File: src/rtl/wb_pkg.sv
// Shared constants for the write-buffer drain scheduler: drain state codes
// presented to the buffer datapath and the fixed AXI write-address fields.
package wb_pkg;

  localparam logic [3:0] ST_IDLE   = 4'd0;
  localparam logic [3:0] ST_PULL   = 4'd4;
  localparam logic [3:0] ST_SEND_0 = 4'd5;
  localparam logic [3:0] ST_SEND_1 = 4'd6;
  localparam logic [3:0] ST_SEND_2 = 4'd7;
  localparam logic [3:0] ST_SEND_3 = 4'd8;
  localparam logic [3:0] ST_SEND_4 = 4'd9;
  localparam logic [3:0] ST_SEND_5 = 4'd10;
  localparam logic [3:0] ST_SEND_6 = 4'd11;
  localparam logic [3:0] ST_SEND_7 = 4'd12;
  localparam logic [3:0] ST_WAIT_B = 4'd13;

  localparam logic [2:0] SIZE_4B    = 3'b010;
  localparam logic [1:0] BURST_INCR = 2'b01;

endpackage

File: src/rtl/wb_drain_sched.sv
// Write-buffer drain sequencer and AXI arbiter: one INCR burst per buffer entry,
// read refills interleaved with a starvation limit, and a blocking flush.
module wb_drain_sched
  import wb_pkg::*;
#(
  parameter int LENGTH    = 5,
  parameter int BURST_LEN = 8,
  parameter int RD_STARVE = 4
) (
  input  logic        clk,
  input  logic        rst,
  input  logic [31:0] wb_count,
  output logic [3:0]  crt_pull,
  output logic [3:0]  nxt_pull,
  output logic        awvalid,
  input  logic        awready,
  output logic [7:0]  awlen,
  output logic [2:0]  awsize,
  output logic [1:0]  awburst,
  output logic        wvalid,
  input  logic        wready,
  output logic        wlast,
  input  logic        bvalid,
  output logic        bready,
  input  logic        rd_req,
  input  logic        rd_done,
  output logic        rd_grant,
  input  logic        flush_req,
  output logic        dma_sign,
  output logic        flush_done,
  output logic        busy
);

  localparam int SW = $clog2(RD_STARVE + 1);

  // Handshake semantics: a beat transfers on a cycle where both valid and ready
  // are high; valid, once raised, stays high until that transfer happens.

  logic [SW-1:0] starve_cnt;
  logic          idle;
  logic          buf_nonempty;
  logic          buf_full;
  logic          drain_go;
  logic          rd_go;
  logic          flush_hit;

  always_comb begin
    idle         = (crt_pull == ST_IDLE);
    buf_nonempty = (wb_count != 32'd0);
    buf_full     = (wb_count == 32'(LENGTH - 1));
    drain_go     = idle && !rd_grant && !rst && buf_nonempty &&
                   (!rd_req || buf_full || (starve_cnt == SW'(RD_STARVE)) || dma_sign);
    rd_go        = idle && !rd_grant && !rst && !drain_go && rd_req && !dma_sign;
    flush_hit    = idle && dma_sign && !buf_nonempty;
  end

  // nxt_pull is held at IDLE during reset so the buffer never pops on a reset cycle.
  always_comb begin
    nxt_pull = ST_IDLE;
    if (!rst) begin
      case (crt_pull)
        ST_IDLE:   nxt_pull = drain_go ? ST_PULL : ST_IDLE;
        ST_PULL:   nxt_pull = awready ? ST_SEND_0 : ST_PULL;
        ST_SEND_0, ST_SEND_1, ST_SEND_2, ST_SEND_3,
        ST_SEND_4, ST_SEND_5, ST_SEND_6:
                   nxt_pull = wready ? crt_pull + 4'd1 : crt_pull;
        ST_SEND_7: nxt_pull = wready ? ST_WAIT_B : ST_SEND_7;
        ST_WAIT_B: nxt_pull = bvalid ? ST_IDLE : ST_WAIT_B;
        default:   nxt_pull = ST_IDLE;
      endcase
    end
  end

  assign awvalid = (crt_pull == ST_PULL);
  assign wvalid  = (crt_pull >= ST_SEND_0) && (crt_pull <= ST_SEND_7);
  assign wlast   = (crt_pull == ST_SEND_7);
  assign bready  = (crt_pull == ST_WAIT_B);
  assign awlen   = 8'(BURST_LEN - 1);
  assign awsize  = SIZE_4B;
  assign awburst = BURST_INCR;
  assign busy    = !idle || rd_grant;

  always_ff @(posedge clk) begin
    if (rst) begin
      crt_pull   <= ST_IDLE;
      rd_grant   <= 1'b0;
      dma_sign   <= 1'b0;
      flush_done <= 1'b0;
      starve_cnt <= '0;
    end else begin
      crt_pull   <= nxt_pull;
      flush_done <= flush_hit;

      if (rd_grant && rd_done)
        rd_grant <= 1'b0;
      else if (rd_go)
        rd_grant <= 1'b1;

      if (flush_hit)
        dma_sign <= 1'b0;
      else if (idle && flush_req)
        dma_sign <= 1'b1;

      // Counts reads that jumped ahead of pending entries; a full count forces a drain.
      if (!buf_nonempty || drain_go)
        starve_cnt <= '0;
      else if (rd_go && (starve_cnt != SW'(RD_STARVE)))
        starve_cnt <= starve_cnt + SW'(1);
    end
  end

endmodule
File: config.mk
export PLATFORM = sky130hd
export DESIGN_NAME = wb_drain_sched
export DESIGN_NICKNAME = d
export VERILOG_FILES = /design/src/rtl/wb_pkg.sv /design/src/rtl/wb_drain_sched.sv
export SDC_FILE = /design/constraint.sdc
export NUM_CORES = 1
export LEC_CHECK = 0
export ABC_AREA = 1
export CAP_MARGIN = 20
export CORE_MARGIN = 3
export CORE_UTILIZATION = 32
export CTS_CLUSTER_SIZE = 28
export DETAILED_ROUTE_END_ITERATION = 10
export PLACE_DENSITY = 0.83
export SYNTH_ARGS = -nofsm -noshare
export SYNTH_HDL_FRONTEND = slang
export SYNTH_SLANG_ARGS = --single-unit
export TNS_END_PERCENT = 30
File: constraint.sdc
create_clock -name clk -period 1.75 [get_ports clk]
set_clock_uncertainty 0.1 [all_clocks]
set_input_delay 0.4375 -clock clk [delete_from_list [all_inputs] [get_ports clk]]
set_output_delay 0.4375 -clock clk [all_outputs]
set_load 0.03 [all_outputs]
==> reports/metrics.yaml <==
outcome:
  status: "finished, violations left"
  violations: "negative setup slack"
finish:
  nets: 304
  utilization_pct: 70.60
  layout_commonest_cell: "clkdlybuf4s50_1"
  drive_gt1_share_pct: 33.20
  final_cells: 298
  synthToLayoutAreaGrowth_pct: 100.4
  n_fill_cell: 202
  layout_common_cells: "38 x clkdlybuf4s50_1, 34 x nand2_1, 33 x buf_4"
  fin_area_sq_um: 2031
  num_antenna_cells: 0
clock_network:
  clk_latency_ns: 0.27
  tritoncts: "built"
  cts_buffers: 3
  clk_pin_slew_worst_paths_ns: 0.07
  cts_root_buf: "clkbuf_4"
  htree_levels: 1
  cts_sinks: 10
  clockBufferDepth: 2
floorplanning:
  coreArea_sq_um: 2877
  fp.dieW_microns: 62.28
  die-height_microns: 62.28
  num_rows: 19
  die-area_sq_um: 3878
  ioPinCount: 69
  start_util_pct: 35.23
place:
  portBuffers: 55
  dp.cells: 287
  dp_hpwl_mm: 2.599
  gp_congestion: 0.8269
  placed_area_sq_um: 1849
critical_path:
  cp.arrival_ns: 1.89
  crit_fanout: 2
  startpoint_type: "input pin"
  crit_type: "input pin to primary output"
  end_kind: "primary output"
  crit_required_ns: 1.21
  regToRegSetupSlack_ns: -0.11
yosys:
  ys_types: 26
  seq_area_frac_synth_pct: 19.75
  synth.avg_cell_area_sq_um: 6.142
  synthCells: 165
  synth_area_sq_um: 1013
  synth-seq-cells: 10
  ys.warnings.count: 0
power:
  power_density_nw_per_um2: 411.6
  ir_drop_mv: 0.2429
  leakagePower_nw: 0.9576
global_route:
  grt_pass1_vias: 1231
  grt_usage_pct: 16.51
  grt.overflow.total: 0
  grt_pass1_wl_mm: 5.237
  grt_max_degree: 9
  antenna_found_initial: 0
timing:
  period_share_pct: 138.7
  period_minus_slack_ns: 2.427
  timing.hold.ws_ns: 0.3864
  final_max_slew_viol_count: 0
  fin_ws_ns: -0.6768
  fmaxAchievable_ghz: 0.4121
  hold_violations: 0
  rsz0062_at_grt: "yes"
  setup_viol: 15
route:
  wl_mm: 3.754
  viasPerCell: 4.490
  postRouteAntennaNets: 0
  first_iter_violations: 48
  via_count: 1338
  dr.pass1.iters: 4
  post-route-drc-count: 0
  wire_per_inst_microns: 12.60
job:
  maxCapViolCount: 0
hold_path:
  hold_path_class: "flop to flop"
layer usage:
metal / global-route usage, % / vias to the layer above / wire length, microns
met4: 6.061 / 0 / 161
li1: - / 675 / -
met2: 30.78 / 45 / 2028
met5: 0 / - / 0
met3: 5.405 / 14 / 204
met1: 17.08 / 604 / 1359
repair_timing:
action | 4_1_cts | 5_1_grt
buffers inserted | 5 | 2
cloned | 0 | 0
setup endpoints to repair | 20 | 17
hold buffers | 0 | 0
resized for setup | 30 | 12
pin swaps | 10 | 3
flip-flops by register name (all words and copies together) (netlist names):
signal,cells
crt_pull,4
starve_cnt,3
dma_sign,1
rd_grant,1
flush_done,1
worst paths after layout:
check	to	depth (start not counted)	start
min	starve_cnt[2]$_SDFFE_PP0P_	2	starve_cnt[2]$_SDFFE_PP0P_
min reg2reg	starve_cnt[2]$_SDFFE_PP0P_	2	starve_cnt[2]$_SDFFE_PP0P_
max	nxt_pull[2]	11	wb_count[27]
max reg2reg	starve_cnt[0]$_SDFFE_PP0P_	12	crt_pull[0]$_SDFF_PP0_
cell usage after synthesis:
master	number	share of area, %
nor2_1	38	14
nor3_1	3	1.5
inv_1	21	7.8
a21oi_1	8	4.0
nand3_2	2	2.0
o21bai_1	1	0.74
o21ai_0	1	0.49
o21ai_2	1	0.86
nand2_1	35	13
xor2_1	2	1.7
nand3_1	2	0.99
ha_1	7	8.6
clkbuf_1	1	0.37
o21a_1	1	0.74
o21ai_1	2	0.99
inv_2	2	0.74
a31oi_1	2	1.2
nand2_4	1	1.1
buf_4	13	9.6
nor2_8	1	2.0
a2111oi_1	2	2.0
nor2_4	1	1.1
dfxtp_1	10	20
nand4_1	5	3.1
conb_1	2	0.74
or2_4	1	0.86
worst max-delay path, cell delays in order:
cell and delay, ns:
clkdlybuf4s50_1 0.42, nor2_1 0.17, nand2_1 0.07, nor2_1 0.08
nand2_1 0.11, inv_1 0.08, nand2_1 0.05, nand2_1 0.09
nand2_4 0.07, a21oi_4 0.16, buf_6 0.15
power by group:
part	total, mW	internal [mW]	switching (mW)
registers	0.246	0.235	0.0105
clock network	0.171	0.0883	0.0828
logic	0.419	0.202	0.217
through the flow:
stage	setup TNS [ns]	setup WS [ns]	power (mW)
2_1_floorplan	-1.005	-0.3535	0.4649
3_3_place_gp	-4.549	-0.5350	0.6220
3_5_place_dp	-5.157	-0.5790	0.6287
4_1_cts	-3.889	-0.6000	0.8162
5_1_grt	-5.687	-0.7628	0.8777
6_report	-4.551	-0.6768	0.8358
cell type report:
cell class	count	area (sq um)	area share [%]
Clock buffer	4	26.28	1.294
Sequential cell	10	212.7	10.47
Inverter	23	93.84	4.621
Multi-Input combinational cell	129	817.0	40.23
Tap cell	42	52.55	2.588
Timing Repair Buffer	90	828.3	40.79
kinds of logic (layout without fill, tap and decap cells):
| family | after synthesis | in the layout | synth area share [%] |
|---|---|---|---|
| fa+ha+maj | 7 | 7 | 8.642 |
| xor+xnor | 2 | 2 | 1.729 |
| buf+inv | 37 | 117 | 18.52 |
| other cells | 2 | 13 | 0.7410 |
| compound gates | 18 | 18 | 10.99 |
| simple gates | 89 | 89 | 39.63 |
| flops | 10 | 10 | 19.75 |
No activity file was read; power rests on OpenSTA's default activity.
